### config.mk
export PLATFORM = sky130hd
export DESIGN_NAME = fetch_queue_flat
export DESIGN_NICKNAME = d
export VERILOG_FILES = /design/src/rtl/fetch_queue_pkg.sv /design/src/rtl/fetch_queue_if.sv /design/src/rtl/fetch_queue_ring_buffer.sv /design/src/rtl/fetch_queue.sv /design/src/flat_wrapper.sv
export SDC_FILE = /design/constraint.sdc
export NUM_CORES = 1
export LEC_CHECK = 0
export BUFFER_PORTS_ARGS = -buffer_cell sky130_fd_sc_hd__buf_2
export CAP_MARGIN = 20
export CORE_ASPECT_RATIO = 1.75
export CORE_MARGIN = 2
export CORE_UTILIZATION = 60
export CTS_BUF_LIST = sky130_fd_sc_hd__clkbuf_4
export DETAILED_ROUTE_END_ITERATION = 7
export HOLD_SLACK_MARGIN = 0.05
export PLACE_DENSITY = 0.85
export SLEW_MARGIN = 20
export SYNTH_ARGS = -nofsm -noshare
export SYNTH_HDL_FRONTEND = slang
export SYNTH_SLANG_ARGS = --single-unit
export TNS_END_PERCENT = 10
### constraint.sdc
create_clock -name clk -period 3.64 [get_ports clk]
set_input_delay 0.728 -clock clk [delete_from_list [all_inputs] [get_ports clk]]
set_output_delay 0.728 -clock clk [all_outputs]
set_load 0.01 [all_outputs]
### src/rtl/fetch_queue_pkg.sv
// Shared types and constants for the instruction-fetch front end.
// Holds the queue entry layout and the NOP presented to decode when idle.
package fetch_queue_pkg;

    localparam logic [31:0] NOP_INSTR = 32'h0000_0013;

    typedef struct packed {
        logic [31:0] pc;
        logic [31:0] instr;
    } fetch_entry_t;

    function automatic logic [31:0] word_align(input logic [31:0] addr);
        return {addr[31:2], 2'b00};
    endfunction

endpackage

### src/rtl/fetch_queue_if.sv
// Fetch front-end signal bundle: imem req/gnt/rvalid port, EX redirect, decode port.
// master = fetch_queue side, slave = memory/pipeline environment side.
interface fetch_queue_if;

    logic        imem_req;
    logic [31:0] imem_addr;
    logic        imem_gnt;
    logic        imem_rvalid;
    logic [31:0] imem_rdata;
    logic        redirect;
    logic [31:0] redirect_pc;
    logic        stall_d;
    logic        instr_valid;
    logic [31:0] instr;
    logic [31:0] instr_pc;

    modport master (
        output imem_req, imem_addr, instr_valid, instr, instr_pc,
        input  imem_gnt, imem_rvalid, imem_rdata, redirect, redirect_pc, stall_d
    );

    modport slave (
        input  imem_req, imem_addr, instr_valid, instr, instr_pc,
        output imem_gnt, imem_rvalid, imem_rdata, redirect, redirect_pc, stall_d
    );

endinterface

### src/rtl/fetch_queue_ring_buffer.sv
// Generic DEPTH-entry ring FIFO of fetch entries with synchronous clear.
// Latency: a pushed entry is visible at head_dat the cycle after the push.
// Backpressure: none internally; the caller must not push when full unless popping.
module fetch_queue_ring_buffer
    import fetch_queue_pkg::*;
#(
    parameter  int DEPTH = 4,
    localparam int AW    = $clog2(DEPTH),
    localparam int CW    = $clog2(DEPTH + 1)
) (
    input  logic          clk,
    input  logic          rst,
    input  logic          clr,
    input  logic          push,
    input  fetch_entry_t  push_dat,
    input  logic          pop,
    output fetch_entry_t  head_dat,
    output logic [CW-1:0] count
);

    fetch_entry_t  mem [DEPTH];
    logic [AW-1:0] wr_ptr;
    logic [AW-1:0] rd_ptr;

    always_ff @(posedge clk or negedge rst) begin
        if (!rst) begin
            wr_ptr <= '0;
            rd_ptr <= '0;
            count  <= '0;
        end else if (clr) begin
            wr_ptr <= '0;
            rd_ptr <= '0;
            count  <= '0;
        end else begin
            if (push) wr_ptr <= wr_ptr + 1'b1;
            if (pop)  rd_ptr <= rd_ptr + 1'b1;
            case ({push, pop})
                2'b10:   count <= count + 1'b1;
                2'b01:   count <= count - 1'b1;
                default: count <= count;
            endcase
        end
    end

    // Storage needs no reset: head_dat is only consumed while count is non-zero.
    always_ff @(posedge clk) begin
        if (push && !clr) mem[wr_ptr] <= push_dat;
    end

    assign head_dat = mem[rd_ptr];

endmodule

### src/rtl/fetch_queue.sv
// Instruction-fetch front end: sequential PC gen, imem req/gnt+rvalid, buffered words to decode.
// Latency: grant N -> instr_valid N+2 (N+1 with FETCH_QUEUE_BYPASS_EN defined: empty-queue bypass).
// Backpressure: stall_d holds the head; requests stop once queued + outstanding words reach DEPTH.
module fetch_queue
    import fetch_queue_pkg::*;
#(
    parameter int          DEPTH     = 4,
    parameter int          MAX_OUTST = 2,
    parameter logic [31:0] RESET_PC  = 32'h0000_0000
) (
    input  logic          clk,
    input  logic          rst,
    fetch_queue_if.master bus
);

    localparam int             CW      = $clog2(DEPTH + 1);
    localparam logic [CW:0]    DEPTH_L = (CW + 1)'(DEPTH);
    localparam logic [CW-1:0]  MAXO_L  = CW'(MAX_OUTST);

    logic [31:0]   fetch_pc;
    logic [31:0]   resp_pc;
    logic [CW-1:0] outst;
    logic [CW-1:0] outst_nxt;
    logic [CW-1:0] kill;
    logic [CW-1:0] count;
    logic [CW:0]   occupancy;
    logic          run;
    logic          grant;
    logic          resp;
    logic          live;
    logic          bypass;
    logic          push;
    logic          pop;
    fetch_entry_t  push_dat;
    fetch_entry_t  head;

    // Every outstanding request owns a queue slot, so a returning word always fits.
    assign occupancy = {1'b0, count} + {1'b0, outst};
    assign bus.imem_req  = run && !bus.redirect && (outst < MAXO_L) && (occupancy < DEPTH_L);
    assign bus.imem_addr = fetch_pc;

    assign grant     = bus.imem_req && bus.imem_gnt;
    assign resp      = bus.imem_rvalid;
    assign live      = resp && (kill == '0);
    assign outst_nxt = outst + CW'(grant) - CW'(resp);

`ifdef FETCH_QUEUE_BYPASS_EN
    assign bypass = live && (count == '0) && !bus.stall_d && !bus.redirect;
`else
    assign bypass = 1'b0;
`endif

    assign push     = live && !bus.redirect && !bypass;
    assign pop      = (count != '0) && !bus.stall_d && !bus.redirect;
    assign push_dat = '{pc: resp_pc, instr: bus.imem_rdata};

    always_ff @(posedge clk or negedge rst) begin
        if (!rst) begin
            run      <= 1'b0;
            fetch_pc <= RESET_PC;
            resp_pc  <= RESET_PC;
            outst    <= '0;
            kill     <= '0;
        end else begin
            run   <= 1'b1;
            outst <= outst_nxt;
            if (bus.redirect) begin
                // Everything still in flight after this cycle belongs to the old path.
                fetch_pc <= word_align(bus.redirect_pc);
                resp_pc  <= word_align(bus.redirect_pc);
                kill     <= outst_nxt;
            end else begin
                if (grant)               fetch_pc <= fetch_pc + 32'd4;
                if (live)                resp_pc  <= resp_pc + 32'd4;
                if (resp && kill != '0)  kill     <= kill - 1'b1;
            end
        end
    end

    fetch_queue_ring_buffer #(.DEPTH(DEPTH)) u_ring (
        .clk      (clk),
        .rst      (rst),
        .clr      (bus.redirect),
        .push     (push),
        .push_dat (push_dat),
        .pop      (pop),
        .head_dat (head),
        .count    (count)
    );

    always_comb begin
        bus.instr_valid = 1'b0;
        bus.instr       = NOP_INSTR;
        bus.instr_pc    = '0;
        if (count != '0) begin
            bus.instr_valid = 1'b1;
            bus.instr       = head.instr;
            bus.instr_pc    = head.pc;
        end else if (bypass) begin
            bus.instr_valid = 1'b1;
            bus.instr       = bus.imem_rdata;
            bus.instr_pc    = resp_pc;
        end
    end

endmodule

### src/flat_wrapper.sv
// flat-port wrapper written by rule: the top's interface ports become plain ports
module fetch_queue_flat import fetch_queue_pkg::*;
#(
    parameter int          DEPTH     = 4,
    parameter int          MAX_OUTST = 2,
    parameter logic [31:0] RESET_PC  = 32'h0000_0000
)
  (clk, rst, bus_imem_req, bus_imem_addr, bus_instr_valid, bus_instr, bus_instr_pc, bus_imem_gnt, bus_imem_rvalid, bus_imem_rdata, bus_redirect, bus_redirect_pc, bus_stall_d);
  fetch_queue_if bus_i ();
  input  logic clk;
  input  logic rst;
  output wire logic [$bits(bus_i.imem_req)-1:0] bus_imem_req;
  output wire logic [$bits(bus_i.imem_addr)-1:0] bus_imem_addr;
  output wire logic [$bits(bus_i.instr_valid)-1:0] bus_instr_valid;
  output wire logic [$bits(bus_i.instr)-1:0] bus_instr;
  output wire logic [$bits(bus_i.instr_pc)-1:0] bus_instr_pc;
  input wire logic [$bits(bus_i.imem_gnt)-1:0] bus_imem_gnt;
  input wire logic [$bits(bus_i.imem_rvalid)-1:0] bus_imem_rvalid;
  input wire logic [$bits(bus_i.imem_rdata)-1:0] bus_imem_rdata;
  input wire logic [$bits(bus_i.redirect)-1:0] bus_redirect;
  input wire logic [$bits(bus_i.redirect_pc)-1:0] bus_redirect_pc;
  input wire logic [$bits(bus_i.stall_d)-1:0] bus_stall_d;
  assign bus_imem_req = bus_i.imem_req;
  assign bus_imem_addr = bus_i.imem_addr;
  assign bus_instr_valid = bus_i.instr_valid;
  assign bus_instr = bus_i.instr;
  assign bus_instr_pc = bus_i.instr_pc;
  assign bus_i.imem_gnt = bus_imem_gnt;
  assign bus_i.imem_rvalid = bus_imem_rvalid;
  assign bus_i.imem_rdata = bus_imem_rdata;
  assign bus_i.redirect = bus_redirect;
  assign bus_i.redirect_pc = bus_redirect_pc;
  assign bus_i.stall_d = bus_stall_d;
  fetch_queue #(.DEPTH(DEPTH), .MAX_OUTST(MAX_OUTST), .RESET_PC(RESET_PC)) u_core (.clk(clk), .rst(rst), .bus(bus_i));
endmodule
==> results.json <==
{
  "status": "complete, no violations",
  "syn_area_per_cell_sq_um": 15.8,
  "synth_top_area_share": 0.545,
  "ioPinCount": 168,
  "synth_top_area_cell": "edfxtp_1",
  "ys_ff_latch": 322,
  "dp_hpwl_mm": 18.2,
  "p_comb_frac": 0.248,
  "cap_violations": 0,
  "crit_chain": "buf_4 -> mux4_2 -> and2_1 -> buf_2",
  "wl_per_cell_um": 19.4,
  "ir_worst_vdd_mv": 0.292,
  "finalHoldViolations": 0,
  "cts_resized": 0,
  "drt-initial-drc-count": 476,
  "setup_viol": 0,
  "fin_tns_setup_ns": 0,
  "syn_inst": 862,
  "synth-edff-count": 248,
  "hold_buffers": 0,
  "grt_max_degree": 75,
  "cp_max_fo": 22,
  "p_int_mw": 6.86,
  "max_freq_mhz": 304,
  "die_w_um": 118,
  "multi_input_area_sq_um": 4110,
  "mostFrequentLayoutCells": "248 x edfxtp_1, 161 x buf_2, 101 x clkbuf_4, 72 x dfrtp_1, 65 x and2_1",
  "cts_sinks": 322,
  "place.gp.congestion": 0.875,
  "synth.area.top_cells": "edfxtp_1 55%, dfrtp_1 14%, mux4_2 10%, and2_1 3.0%, xnor2_1 1.9%",
  "grt_usage": 0.236,
  "core-area_sq_um": 22600,
  "ff_latch_area_sq_um": 9300,
  "synth.distinct_cells": 54,
  "relSlewSlack": 0.480,
  "power.switching_mw": 2.81,
  "clkTransAtPathRegs_ns": 0.07,
  "end_kind": "primary output",
  "final.period_utilization": 0.904,
  "synthArstFlopShare": 0.230,
  "detail-route-antenna-nets": 0,
  "crit_required_ns": 2.91,
  "layout-drive-gt1-share": 0.339,
  "grt_pass1_wl_mm": 44.0,
  "nFillCells": 1535,
  "slowest_stage": "dfrtp_4",
  "hold_path.class": "input pin to async pin",
  "cts-buffers-inserted": 69,
  "synth.yosys.seq_area_share": 0.681,
  "areaGrowthSynthToFinish_pct": 15.8,
  "rsz0062_at_grt": "false",
  "drc": 0,
  "start_kind": "register",
  "grt_overflow": 0,
  "swShare": 0.290,
  "grt_antenna_before_repair": 2,
  "num_vias": 8260,
  "slowest_delay_ns": 0.73,
  "final_common_cell": "edfxtp_1",
  "p_leak_nw": 5.82,
  "ctsLongestPathBuffers": 3,
  "post_cts_buffers": 0,
  "path_class": "register to primary output",
  "vias_per_cell": 5.80,
  "root_buffer": "clkbuf_4",
  "slew_violations": 0,
  "drt_wl_total_mm": 27.7,
  "tightest_slew_ns": 0.780,
  "ys.flop_type": "edfxtp_1",
  "ys_warn_count": 0,
  "portBuffers": 161,
  "power_frac_seq": 0.461,
  "cts_tree": "built",
  "skew_ns": 0.0587,
  "start_util": 0.605,
  "whs_ns": 0.0793,
  "fin_crit_ns": 3.29,
  "cts_max_level": 3,
  "die_h_um": 204,
  "power_density_nw_per_um2": 612,
  "fin_nets": 1158,
  "dieArea_sq_um": 24000,
  "arrival_ns": 2.56,
  "grt_pass1_vias": 8631,
  "num_rows": 73,
  "drt_pass1_iterations": 5,
  "synthesis.area_sq_um": 13700,
  "clock_latency_ns": 0.68,
  "clock_power_share": 0.291
}
-- synth_stat cells (2+ instances only) --
cell,n
nand2b_1,5
nor4_4,2
conb_1,2
inv_1,19
mux2i_1,3
o21ai_1,17
a41oi_1,6
mux4_2,62
a21oi_1,7
and2_1,65
nand4_4,2
nand4_1,18
o211ai_1,8
clkbuf_1,24
fa_1,2
edfxtp_1,248
nor3_1,16
buf_4,4
ha_1,13
o311ai_1,4
a31oi_1,4
o21ai_0,31
and3_1,10
dfrtp_1,74
nand3_1,21
buf_2,13
or2_2,4
buf_1,2
and4_1,4
nor2_1,31
xnor2_1,30
nor4_1,4
o311ai_0,7
a21boi_0,2
nand2_1,60
xor2_1,13
mux2_2,5
a21boi_1,4
-- flip-flops by register name (all words and copies together) (netlist names), 2 cells and up --
| register | count |
|---|---|
| u_core.bus.imem_addr | 30 |
| u_core.u_ring.rd_ptr | 2 |
| u_core.resp_pc | 30 |
| u_core.outst | 3 |
| u_core.u_ring.wr_ptr | 2 |
| u_core.u_ring.count | 3 |
| u_core.kill | 3 |
| u_core.u_ring.mem | 248 |
-- layer usage --
metal / vias up / global-route usage / share of wire
met1: 4139 / 0.270 / 0.37
met3: 58 / 0.0400 / 0.048
met5: - / 0 / 0
li1: 3756 / - / -
met4: 0 / 0.111 / 0.030
met2: 307 / 0.430 / 0.55
-- worst max-delay path, delay by kind of cell (launching register included) --
kind | cells | cell delay [ns]
DFF | 1 | 0.73
and+or+nand+nor | 1 | 0.16
buffers and inverters | 2 | 0.47
muxes | 1 | 0.53
-- metrics by stage --
step	cells	area (sq um)	worst slack [ns]	power, mW	util
2_1_floorplan	865	13700	0.380	6.06	-
3_3_place_gp	1302	14900	0.716	6.91	0.659
3_5_place_dp	1302	14900	0.947	6.98	0.659
4_1_cts	1422	15800	0.249	9.79	0.700
5_1_grt	1424	15800	0.175	10.2	0.701
6_report	1424	15800	0.349	9.67	0.701
-- cell families after synthesis --
| logic type | Yosys count | share of synthesized area |
|---|---|---|
| AO/OA/AOI/OAI | 93 | 0.0426 |
| XOR/XNOR | 43 | 0.0276 |
| adder cells (fa/ha/maj) | 15 | 0.0148 |
| buffers and inverters | 63 | 0.0196 |
| flip-flops | 322 | 0.681 |
| multiplexers | 70 | 0.109 |
| other | 2 | 0.000550 |
| AND/OR/NAND/NOR | 254 | 0.105 |
-- worst paths after layout --
check / startpoint / endpoint / slack [ns] / cells past startpoint
max: u_core.u_ring.rd_ptr[0] / bus_instr[20] / 0.35 / 4
min: rst / u_core.outst[2] / 0.08 / 2
max reg2reg: u_core.u_ring.count[2] / u_core.kill[1] / 1.17 / 8
min reg2reg: u_core.bus.imem_addr[27] / u_core.bus.imem_addr[27] / 0.53 / 1
max in group asynchronous: rst / u_core.bus.imem_addr[17] / 3.19 / 2
min in group clk: bus_imem_rdata[16] / u_core.u_ring.mem[0][16] / 0.27 / 1
-- power by group through the flow --
| stage | clock network [mW] | registers (mW) | logic, mW |
|---|---|---|---|
| after floorplan | 0 | 4.43 | 1.63 |
| after global placement | 0 | 4.52 | 2.39 |
| after detailed placement | 0 | 4.54 | 2.44 |
| after CTS | 2.88 | 4.46 | 2.45 |
| after global routing | 3.06 | 4.50 | 2.62 |
| final | 2.82 | 4.46 | 2.40 |
-- area by class of cell --
type,count,share of cell area
Tap cell,300,0.0237
Antenna cell,2,0.000317
Clock inverter,19,0.0108
Multi-Input combinational cell,480,0.260
Timing Repair Buffer,180,0.0640
Sequential cell,322,0.589
Clock buffer,101,0.0480
Inverter,20,0.00475
Power figures use the tool's default switching activity.
